===== config.mk =====
export PLATFORM = sky130hd
export DESIGN_NAME = adc_scan_sequencer_flat
export DESIGN_NICKNAME = d
export VERILOG_FILES = /design/src/rtl/adc_scan_sequencer_if.sv /design/src/rtl/adc_scan_sequencer.sv /design/src/flat_wrapper.sv
export SDC_FILE = /design/constraint.sdc
export NUM_CORES = 1
export LEC_CHECK = 0
export CAP_MARGIN = 20
export CORE_AREA = 2 2 135 98
export CTS_CLUSTER_SIZE = 8
export DETAILED_ROUTE_END_ITERATION = 8
export DIE_AREA = 0 0 137 100
export PLACE_DENSITY = 0.71
export RECOVER_POWER = 50
export SKIP_CTS_REPAIR_TIMING = 1
export SLEW_MARGIN = 40
export SYNTH_ARGS = -nofsm -noshare
export SYNTH_HDL_FRONTEND = slang
export SYNTH_SLANG_ARGS = --single-unit

===== constraint.sdc =====
create_clock -name clk_clk -period 2.9 [get_ports clk_clk]
set_clock_uncertainty 0.2 [all_clocks]
set_input_delay 0.58 -clock clk_clk [delete_from_list [all_inputs] [get_ports clk_clk]]
set_output_delay 0.58 -clock clk_clk [all_outputs]
set_load 0.03 [all_outputs]

===== src/rtl/adc_scan_sequencer_if.sv =====
// Avalon-ST command/response bundle between adc_scan_sequencer (master) and the ADC (slave).
interface adc_scan_sequencer_if;
  logic        command_valid;
  logic        command_ready;
  logic [4:0]  command_channel;
  logic        command_startofpacket;
  logic        command_endofpacket;
  logic        response_valid;
  logic [4:0]  response_channel;
  logic [11:0] response_data;
  logic        response_startofpacket;
  logic        response_endofpacket;

  modport master (
    output command_valid, command_channel, command_startofpacket, command_endofpacket,
    input  command_ready,
    input  response_valid, response_channel, response_data,
    input  response_startofpacket, response_endofpacket
  );

  modport slave (
    input  command_valid, command_channel, command_startofpacket, command_endofpacket,
    output command_ready,
    output response_valid, response_channel, response_data,
    output response_startofpacket, response_endofpacket
  );
endinterface


===== src/rtl/adc_scan_sequencer.sv =====
// Round-robin ADC channel scanner: one outstanding command, per-channel sample store, sticky error flags.
// Build macro ADC_SCAN_AVG_EN: publish 4-scan averages instead of raw samples.
module adc_scan_sequencer #(
  parameter int unsigned NUM_CH      = 8,
  parameter int unsigned CH_BASE     = 1,
  parameter int unsigned TIMEOUT_CYC = 1023
) (
  input  logic                 clk_clk,
  input  logic                 reset_reset,
  input  logic                 enable,
  input  logic                 err_clr,
  adc_scan_sequencer_if.master adc,
  input  logic [3:0]           rd_index,
  output logic [11:0]          rd_data,
  output logic                 scan_done,
  output logic                 busy,
  output logic                 err_mismatch,
  output logic                 err_timeout
);
  localparam int unsigned TW      = (TIMEOUT_CYC > 2) ? $clog2(TIMEOUT_CYC) : 1;
  localparam logic [3:0]  LAST    = 4'(NUM_CH - 1);
  localparam logic [TW-1:0] TO_LAST = TW'(TIMEOUT_CYC - 1);

  typedef enum logic [1:0] {IDLE, ISSUE, WAIT_RSP, NEXT} state_t;

  state_t        r_state;
  logic [3:0]    r_idx;
  logic [TW-1:0] r_timer;
  logic          r_cmd_valid;
  logic [4:0]    r_cmd_ch;
  logic          r_cmd_sop;
  logic          r_cmd_eop;
  logic          r_scan_done;
  logic          r_err_mm;
  logic          r_err_to;
  logic [11:0]   r_sample [16];
`ifdef ADC_SCAN_AVG_EN
  logic [13:0]   r_acc [16];
  logic [1:0]    r_pass;
`endif

  logic       w_last;
  logic [3:0] w_cmd_idx;
  logic [4:0] w_cmd_ch;
  logic [4:0] w_exp_ch;
  logic       w_rsp_hit;
  logic       w_set_mm;
  logic       w_set_to;
  logic       w_load;
  logic       w_unused_sop_eop;

  assign w_unused_sop_eop = adc.response_startofpacket ^ adc.response_endofpacket;

  // w_cmd_idx is the scan index of the command about to be loaded (0 on scan start/wrap).
  always_comb begin
    w_last    = (r_idx == LAST);
    w_cmd_idx = (r_state == NEXT && !w_last) ? r_idx + 4'd1 : '0;
    w_cmd_ch  = 5'(CH_BASE + {28'd0, w_cmd_idx});
    w_exp_ch  = 5'(CH_BASE + {28'd0, r_idx});
    w_rsp_hit = (r_state == WAIT_RSP) && adc.response_valid && (adc.response_channel == w_exp_ch);
    w_set_mm  = (r_state == WAIT_RSP) && adc.response_valid && (adc.response_channel != w_exp_ch);
    w_set_to  = (r_state == WAIT_RSP) && !adc.response_valid && (r_timer == TO_LAST);
    w_load    = ((r_state == IDLE) && enable) || ((r_state == NEXT) && (!w_last || enable));
  end

  always_ff @(posedge clk_clk) begin
    if (reset_reset) begin
      r_state     <= IDLE;
      r_idx       <= '0;
      r_timer     <= '0;
      r_cmd_valid <= 1'b0;
      r_cmd_ch    <= '0;
      r_cmd_sop   <= 1'b0;
      r_cmd_eop   <= 1'b0;
      r_scan_done <= 1'b0;
      r_err_mm    <= 1'b0;
      r_err_to    <= 1'b0;
      for (int unsigned i = 0; i < 16; i++) begin
        r_sample[i] <= '0;
      end
`ifdef ADC_SCAN_AVG_EN
      for (int unsigned i = 0; i < 16; i++) begin
        r_acc[i] <= '0;
      end
      r_pass <= '0;
`endif
    end else begin
      r_scan_done <= 1'b0;

      case (r_state)
        IDLE: begin
          if (enable) begin
            r_idx   <= w_cmd_idx;
            r_state <= ISSUE;
          end
        end
        ISSUE: begin
          if (adc.command_ready) begin
            r_state     <= WAIT_RSP;
            r_cmd_valid <= 1'b0;
            r_cmd_sop   <= 1'b0;
            r_cmd_eop   <= 1'b0;
            r_timer     <= '0;
          end
        end
        WAIT_RSP: begin
          if (w_rsp_hit) begin
`ifdef ADC_SCAN_AVG_EN
            r_acc[r_idx] <= r_acc[r_idx] + 14'(adc.response_data);
`else
            r_sample[r_idx] <= adc.response_data;
`endif
          end
          if (adc.response_valid || w_set_to) begin
            r_state <= NEXT;
          end else begin
            r_timer <= r_timer + 1'b1;
          end
        end
        NEXT: begin
          r_idx   <= w_cmd_idx;
          r_state <= w_load ? ISSUE : IDLE;
          if (w_last) begin
`ifdef ADC_SCAN_AVG_EN
            r_pass <= r_pass + 2'd1;
            if (r_pass == 2'd3) begin
              for (int unsigned i = 0; i < 16; i++) begin
                r_sample[i] <= r_acc[i][13:2];
                r_acc[i]    <= '0;
              end
              r_scan_done <= 1'b1;
            end
`else
            r_scan_done <= 1'b1;
`endif
          end
        end
        default: r_state <= IDLE;
      endcase

      if (w_load) begin
        r_cmd_valid <= 1'b1;
        r_cmd_ch    <= w_cmd_ch;
        r_cmd_sop   <= (w_cmd_idx == 4'd0);
        r_cmd_eop   <= (w_cmd_idx == LAST);
      end

      // Setting a flag takes priority over a coincident clear.
      if (w_set_mm) begin
        r_err_mm <= 1'b1;
      end else if (err_clr) begin
        r_err_mm <= 1'b0;
      end
      if (w_set_to) begin
        r_err_to <= 1'b1;
      end else if (err_clr) begin
        r_err_to <= 1'b0;
      end
    end
  end

  always_comb begin
    rd_data = '0;
    if ({28'd0, rd_index} < NUM_CH) begin
      rd_data = r_sample[rd_index];
    end
  end

  assign adc.command_valid         = r_cmd_valid;
  assign adc.command_channel       = r_cmd_ch;
  assign adc.command_startofpacket = r_cmd_sop;
  assign adc.command_endofpacket   = r_cmd_eop;
  assign scan_done                 = r_scan_done;
  assign busy                      = (r_state != IDLE);
  assign err_mismatch              = r_err_mm;
  assign err_timeout               = r_err_to;
endmodule


===== src/flat_wrapper.sv =====
// flat-port wrapper written by rule: the top's interface ports become plain ports
module adc_scan_sequencer_flat 
#(
  parameter int unsigned NUM_CH      = 8,
  parameter int unsigned CH_BASE     = 1,
  parameter int unsigned TIMEOUT_CYC = 1023
)
  (clk_clk, reset_reset, enable, err_clr, rd_index, rd_data, scan_done, busy, err_mismatch, err_timeout, adc_command_valid, adc_command_channel, adc_command_startofpacket, adc_command_endofpacket, adc_command_ready, adc_response_valid, adc_response_channel, adc_response_data, adc_response_startofpacket, adc_response_endofpacket);
  adc_scan_sequencer_if adc_i ();
  input  logic clk_clk;
  input  logic reset_reset;
  input  logic enable;
  input  logic err_clr;
  input  logic [3:0] rd_index;
  output logic [11:0] rd_data;
  output logic scan_done;
  output logic busy;
  output logic err_mismatch;
  output logic err_timeout;
  output wire logic [$bits(adc_i.command_valid)-1:0] adc_command_valid;
  output wire logic [$bits(adc_i.command_channel)-1:0] adc_command_channel;
  output wire logic [$bits(adc_i.command_startofpacket)-1:0] adc_command_startofpacket;
  output wire logic [$bits(adc_i.command_endofpacket)-1:0] adc_command_endofpacket;
  input wire logic [$bits(adc_i.command_ready)-1:0] adc_command_ready;
  input wire logic [$bits(adc_i.response_valid)-1:0] adc_response_valid;
  input wire logic [$bits(adc_i.response_channel)-1:0] adc_response_channel;
  input wire logic [$bits(adc_i.response_data)-1:0] adc_response_data;
  input wire logic [$bits(adc_i.response_startofpacket)-1:0] adc_response_startofpacket;
  input wire logic [$bits(adc_i.response_endofpacket)-1:0] adc_response_endofpacket;
  assign adc_command_valid = adc_i.command_valid;
  assign adc_command_channel = adc_i.command_channel;
  assign adc_command_startofpacket = adc_i.command_startofpacket;
  assign adc_command_endofpacket = adc_i.command_endofpacket;
  assign adc_i.command_ready = adc_command_ready;
  assign adc_i.response_valid = adc_response_valid;
  assign adc_i.response_channel = adc_response_channel;
  assign adc_i.response_data = adc_response_data;
  assign adc_i.response_startofpacket = adc_response_startofpacket;
  assign adc_i.response_endofpacket = adc_response_endofpacket;
  adc_scan_sequencer #(.NUM_CH(NUM_CH), .CH_BASE(CH_BASE), .TIMEOUT_CYC(TIMEOUT_CYC)) u_core (.clk_clk(clk_clk), .reset_reset(reset_reset), .enable(enable), .err_clr(err_clr), .adc(adc_i), .rd_index(rd_index), .rd_data(rd_data), .scan_done(scan_done), .busy(busy), .err_mismatch(err_mismatch), .err_timeout(err_timeout));
endmodule

* Word level (Yosys, flattened, before mapping)
Memory sizes are Yosys's and may differ from the RTL's.
Index checks and enable logic that the tools add are counted.
** Operators by class
- $add $sub $neg :: 4
- $lt $le $gt $ge :: 1
- Eq/ne operators :: 12
- Muxes and demuxes :: 30
- Bitwise gates (word level) :: 1
- Reduce and logical (&&, ||, !) cells :: 28
** Operators with widths (count)
- $mux W12 :: 2
- $mux W10 :: 2
- $pmux W10 S2 :: 1
- $mux W1 :: 17
- $reduce_bool A2 Y1 :: 7
- $mux W4 :: 3
- $reduce_or A12 Y1 :: 1
- $add A1 B4 Y5 const A :: 2
- $add A10 B1 Y10 const B :: 1
- $eq A10 B10 Y1 const B :: 1
- $eq A4 B3 Y1 const B :: 2
- $logic_and A1 B1 Y1 :: 8
- $ne A2 B2 Y1 const B :: 4
- $pmux W2 S4 :: 1
- $pmux W4 S2 :: 1
- $mux W2 :: 3
- $reduce_and A3 Y1 :: 2
- $eq A5 B5 Y1 :: 1
- $ne A5 B5 Y1 :: 1
- $add A4 B1 Y4 const B :: 1
- $eq A2 B2 Y1 const B :: 2
- $logic_not A4 Y1 :: 1
- $lt A4 B4 Y1 const B :: 1
- $reduce_and A2 Y1 :: 2
- other kinds (6) :: 9
** Word-level totals
- Register bits :: 27
- Bits in writable memories :: 192
- Output and inout bits :: 24
- Logic and storage cells :: 87
- Memories :: 1
** Memory list
- u_core.r_sample :: depth 16, width 12, rd ports 1, clocked after memory_dff 0, write ports 16, RTL line adc_scan_sequencer.sv:36 : logic [11:0] r_sample [16];

* Logic depth before layout (Yosys ltp)
- Depth in word-level cells :: 9
- Depth in mapped cells :: 8
- Mapped depth without buffers :: 7

* Least setup slack after synthesis
Ideal clock, no wire load.
- Path type :: input to output
- Start :: input rd_index[1]
- End :: output rd_data[0]
- Arrival time :: 1.868 ns
- Required time :: 2.120 ns
- Setup slack :: 0.252 ns
- Stages on the path :: 5
- Buffers on the path :: 2
- Cell sequence :: buf_1 -> clkbuf_1 -> mux4_2 -> mux2i_1 -> nor2_1
** Between the ends
- Cells in the longest elaborated chain, start to end :: 2
- Elaborated cells on any way between the ends :: 3
- Classes of those cells :: order compare (1); mux (1); memory (1)
** Ends and longest elaborated chain
- start, declared :: RTL line flat_wrapper.sv:14 : input logic [3:0] rd_index;
- $mem_v2 Z16 W12 or $lt A4 B4 Y1 (tied branches)
- $mux W12 (*) :: RTL line adc_scan_sequencer.sv:164 : if ({28'd0, rd_index} < NUM_CH) begin
- end, declared :: RTL line flat_wrapper.sv:15 : output logic [11:0] rd_data;
Mark *: on every way between the ends. The rest lies on a longest branch, timed or not.

* Final worst setup path
- Start :: input rd_index[0]
- End :: output rd_data[8]
The elaborated chain is that of the path after synthesis.

==> impl_results.md <==
- Outcome: completed
- Setup Viol. Count Final: 0
- # rows: 35
- Hold Path Sink: u_core.adc.command_valid
- Die footprint: 13700 um^2
- Reg-to-Reg Start: u_core.r_idx[1]
- Final hold vios: 0
- CTS Root Cell: clkbuf_16
- Pre-CTS setup slack: 0.00746 ns
- Worst-case clock buffer depth: 2
- Post-route DRC: 0
- Fin crit period: 2.75 ns
- Pwr Total: 4760 uW
- Core region area: 12600 um^2
- Worst-path clk slew: 0.06 ns
- Port bufs: 50
- Routability Congestion: 0.830
- Gr usage total: 0.203
- Most common flop cell mapped by yosys: edfxtp_1
- Final ANT Viol Nets: 0
- Synth warn: 0
- Vias per cell: 5.36
- Hold Path Cell Cnt: 2
- Boundary pin count: 53
- Initial core utilization: 0.480
- Mapped Area: 6060 um^2
- Worst IR Drop VDD: 0.445 mV
- Worst slew margin: 0.554
- Global-route wire length before repair: 20500 um
- Met1 Use GR: 0.279
- Synth top cells by count: and2_1 (100), edfxtp_1 (96), nor2_1 (33)
- Post-synthesis sequential area ratio: 0.565
- Nets: 581
- GRT busiest layer: met2
- Synth Register Bits: 123
- Drt first pass iters: 4
- Lkg Pwr: 0.00286 uW
- Max cap viols: 0
- Post-synth EDFFs: 96
- Tightest Hold Check Type: flop to flop
- Worst Setup Path Type: input pin to output port
- Gate count of the mapped netlist: 464
- Synth area leaders: edfxtp_1 (48%), and2_1 (10%), dfxtp_1 (8.9%), mux4_2 (8.9%), ha_1 (2.7%)
- Crit. End Element: output port
- Crit share post-route: 0.948
- Most common cell in the netlist: and2_1
- Final WL: 13000 um
- Initial antenna violation count: 0
- Vias in the first global route: 3784
- PwrDens: 636 nW/um^2
- Hold_sp: u_core.adc.command_valid
- Die Ht: 100 um
- Largest net degree at the start of global routing: 27
- Area growth, synth to finish: 23.5%
- Ant diodes: 0
- Critical Path Start Type: input pin
- Crit Reg-Reg Endpoint: u_core.r_sample[3][9]
- Share of cells above drive strength 1: 0.210
- Measured slew at the worst slew-check pin: 0.662 ns
- M2 GR Usage: 0.314
- Max Slew Vio Count: 0
- Syn_area_per_cell: 13.1 um^2
- Yosys top cell area share: 0.476
- CP startpoint: rd_index[0]
- Overflow after GRT: 0
- H-Tree Depth: 4
- DR iter-0 viols: 294
- Dpl hpwl: 9020 um
- PnR worst setup slack: 0.152 ns
- CTS sink count: 123
- Routed len/inst: 18.2 um
- GR Util met3: 0.0611
- Via count: 3851
- Worst R2R Path Depth: 7
- CTS buffer count: 17
- Largest fanout on the critical path: 17
- Critical Path RT: 2.12 ns
- R2R setup slack: 0.24 ns
- Area leader, netlist: edfxtp_1
- Peak Freq: 0.364 GHz
- Clock Latency Late Sink: 0.41 ns
- Synth unique cells: 44
- CTS tree: done
- Asr flop ratio synth: 0
- RSZ-0062 raised after global routing: no
- Chip width: 137 um
- Post-Syn Nets: 506
- Setup TNS: 0 ns
- CP arrival: 1.97 ns
-- layout by cell type (no fill, tap or decap), types with 17 or more instances in the layout --
cell | synthesis | routed
dfxtp_1 | 27 | 27
and2_0 | 1 | 35
and2_1 | 100 | 66
edfxtp_1 | 96 | 96
clkdlybuf4s50_1 | 0 | 25
nor2_1 | 33 | 33
clkbuf_16 | 0 | 17
buf_4 | 6 | 19
nand2_1 | 17 | 17
mux4_2 | 24 | 24
-- how the worst max path moves through the flow --
stage / end / slack, ns / cells after the start
after floorplan: rd_data[0] / 0.25 / 5
after global placement: u_core.r_sample[5][2] / 0.04 / 6
after detailed placement: rd_data[4] / 0.007 / 6
after CTS: rd_data[4] / 0.005 / 6
after global routing: rd_data[5] / 0.06 / 6
final: rd_data[8] / 0.15 / 6
-- area by class of cell --
type	instances	area [um^2]
timing repair buffer	81	866
clock inverter	15	101
tap	166	208
inverter	10	37.5
sequential	123	3420
multi-input combinational	306	2420
clock buffer	17	425
fill	1027	5130
-- kinds of logic (layout without fill, tap and decap cells) --
group,Yosys count,after routing,share of synthesized area
compound gates,28,28,0.0295
xor+xnor,12,12,0.0198
fa+ha+maj,13,13,0.0269
buf+inv,35,123,0.0291
flops,123,123,0.565
mux,42,42,0.119
simple gates,211,211,0.210
-- sequential cells by signal, summed over array words and instances, names as in the netlist --
signal / cells
u_core.adc.command_channel: 5
u_core.adc.command_endofpacket: 1
u_core.adc.command_startofpacket: 1
u_core.adc.command_valid: 1
u_core.err_mismatch: 1
u_core.err_timeout: 1
u_core.r_idx: 4
u_core.r_sample: 96
u_core.r_state: 2
u_core.r_timer: 10
u_core.scan_done: 1
-- routing by layer --
layer / vias up / wire [um]
met5: - / 0
met3: 9 / 878
met1: 1917 / 5900
met4: 0 / 112
met2: 100 / 6160
li1: 1825 / -
-- where the power goes --
group | switching [uW] | internal, uW
registers | 56.0 | 1990
clock network | 790 | 1090
logic | 481 | 349
total | 1330 | 3430
-- through the flow --
stage	instances	cell area (um^2)	hold WS [ns]	utilization
2_1_floorplan	464	6060	0.264	-
3_3_place_gp	686	7020	0.240	0.557
3_5_place_dp	686	7020	0.256	0.557
4_1_cts	718	7550	0.268	0.599
5_1_grt	718	7480	0.292	0.593
6_report	718	7480	0.261	0.593
-- worst max-delay path, stage by stage --
cell and delay, ns:
buf_2 0.09, buf_4 0.32, mux4_2 0.55, mux2i_1 0.16, nor2_1 0.06, clkbuf_2 0.20
Power figures use the tool's default switching activity.
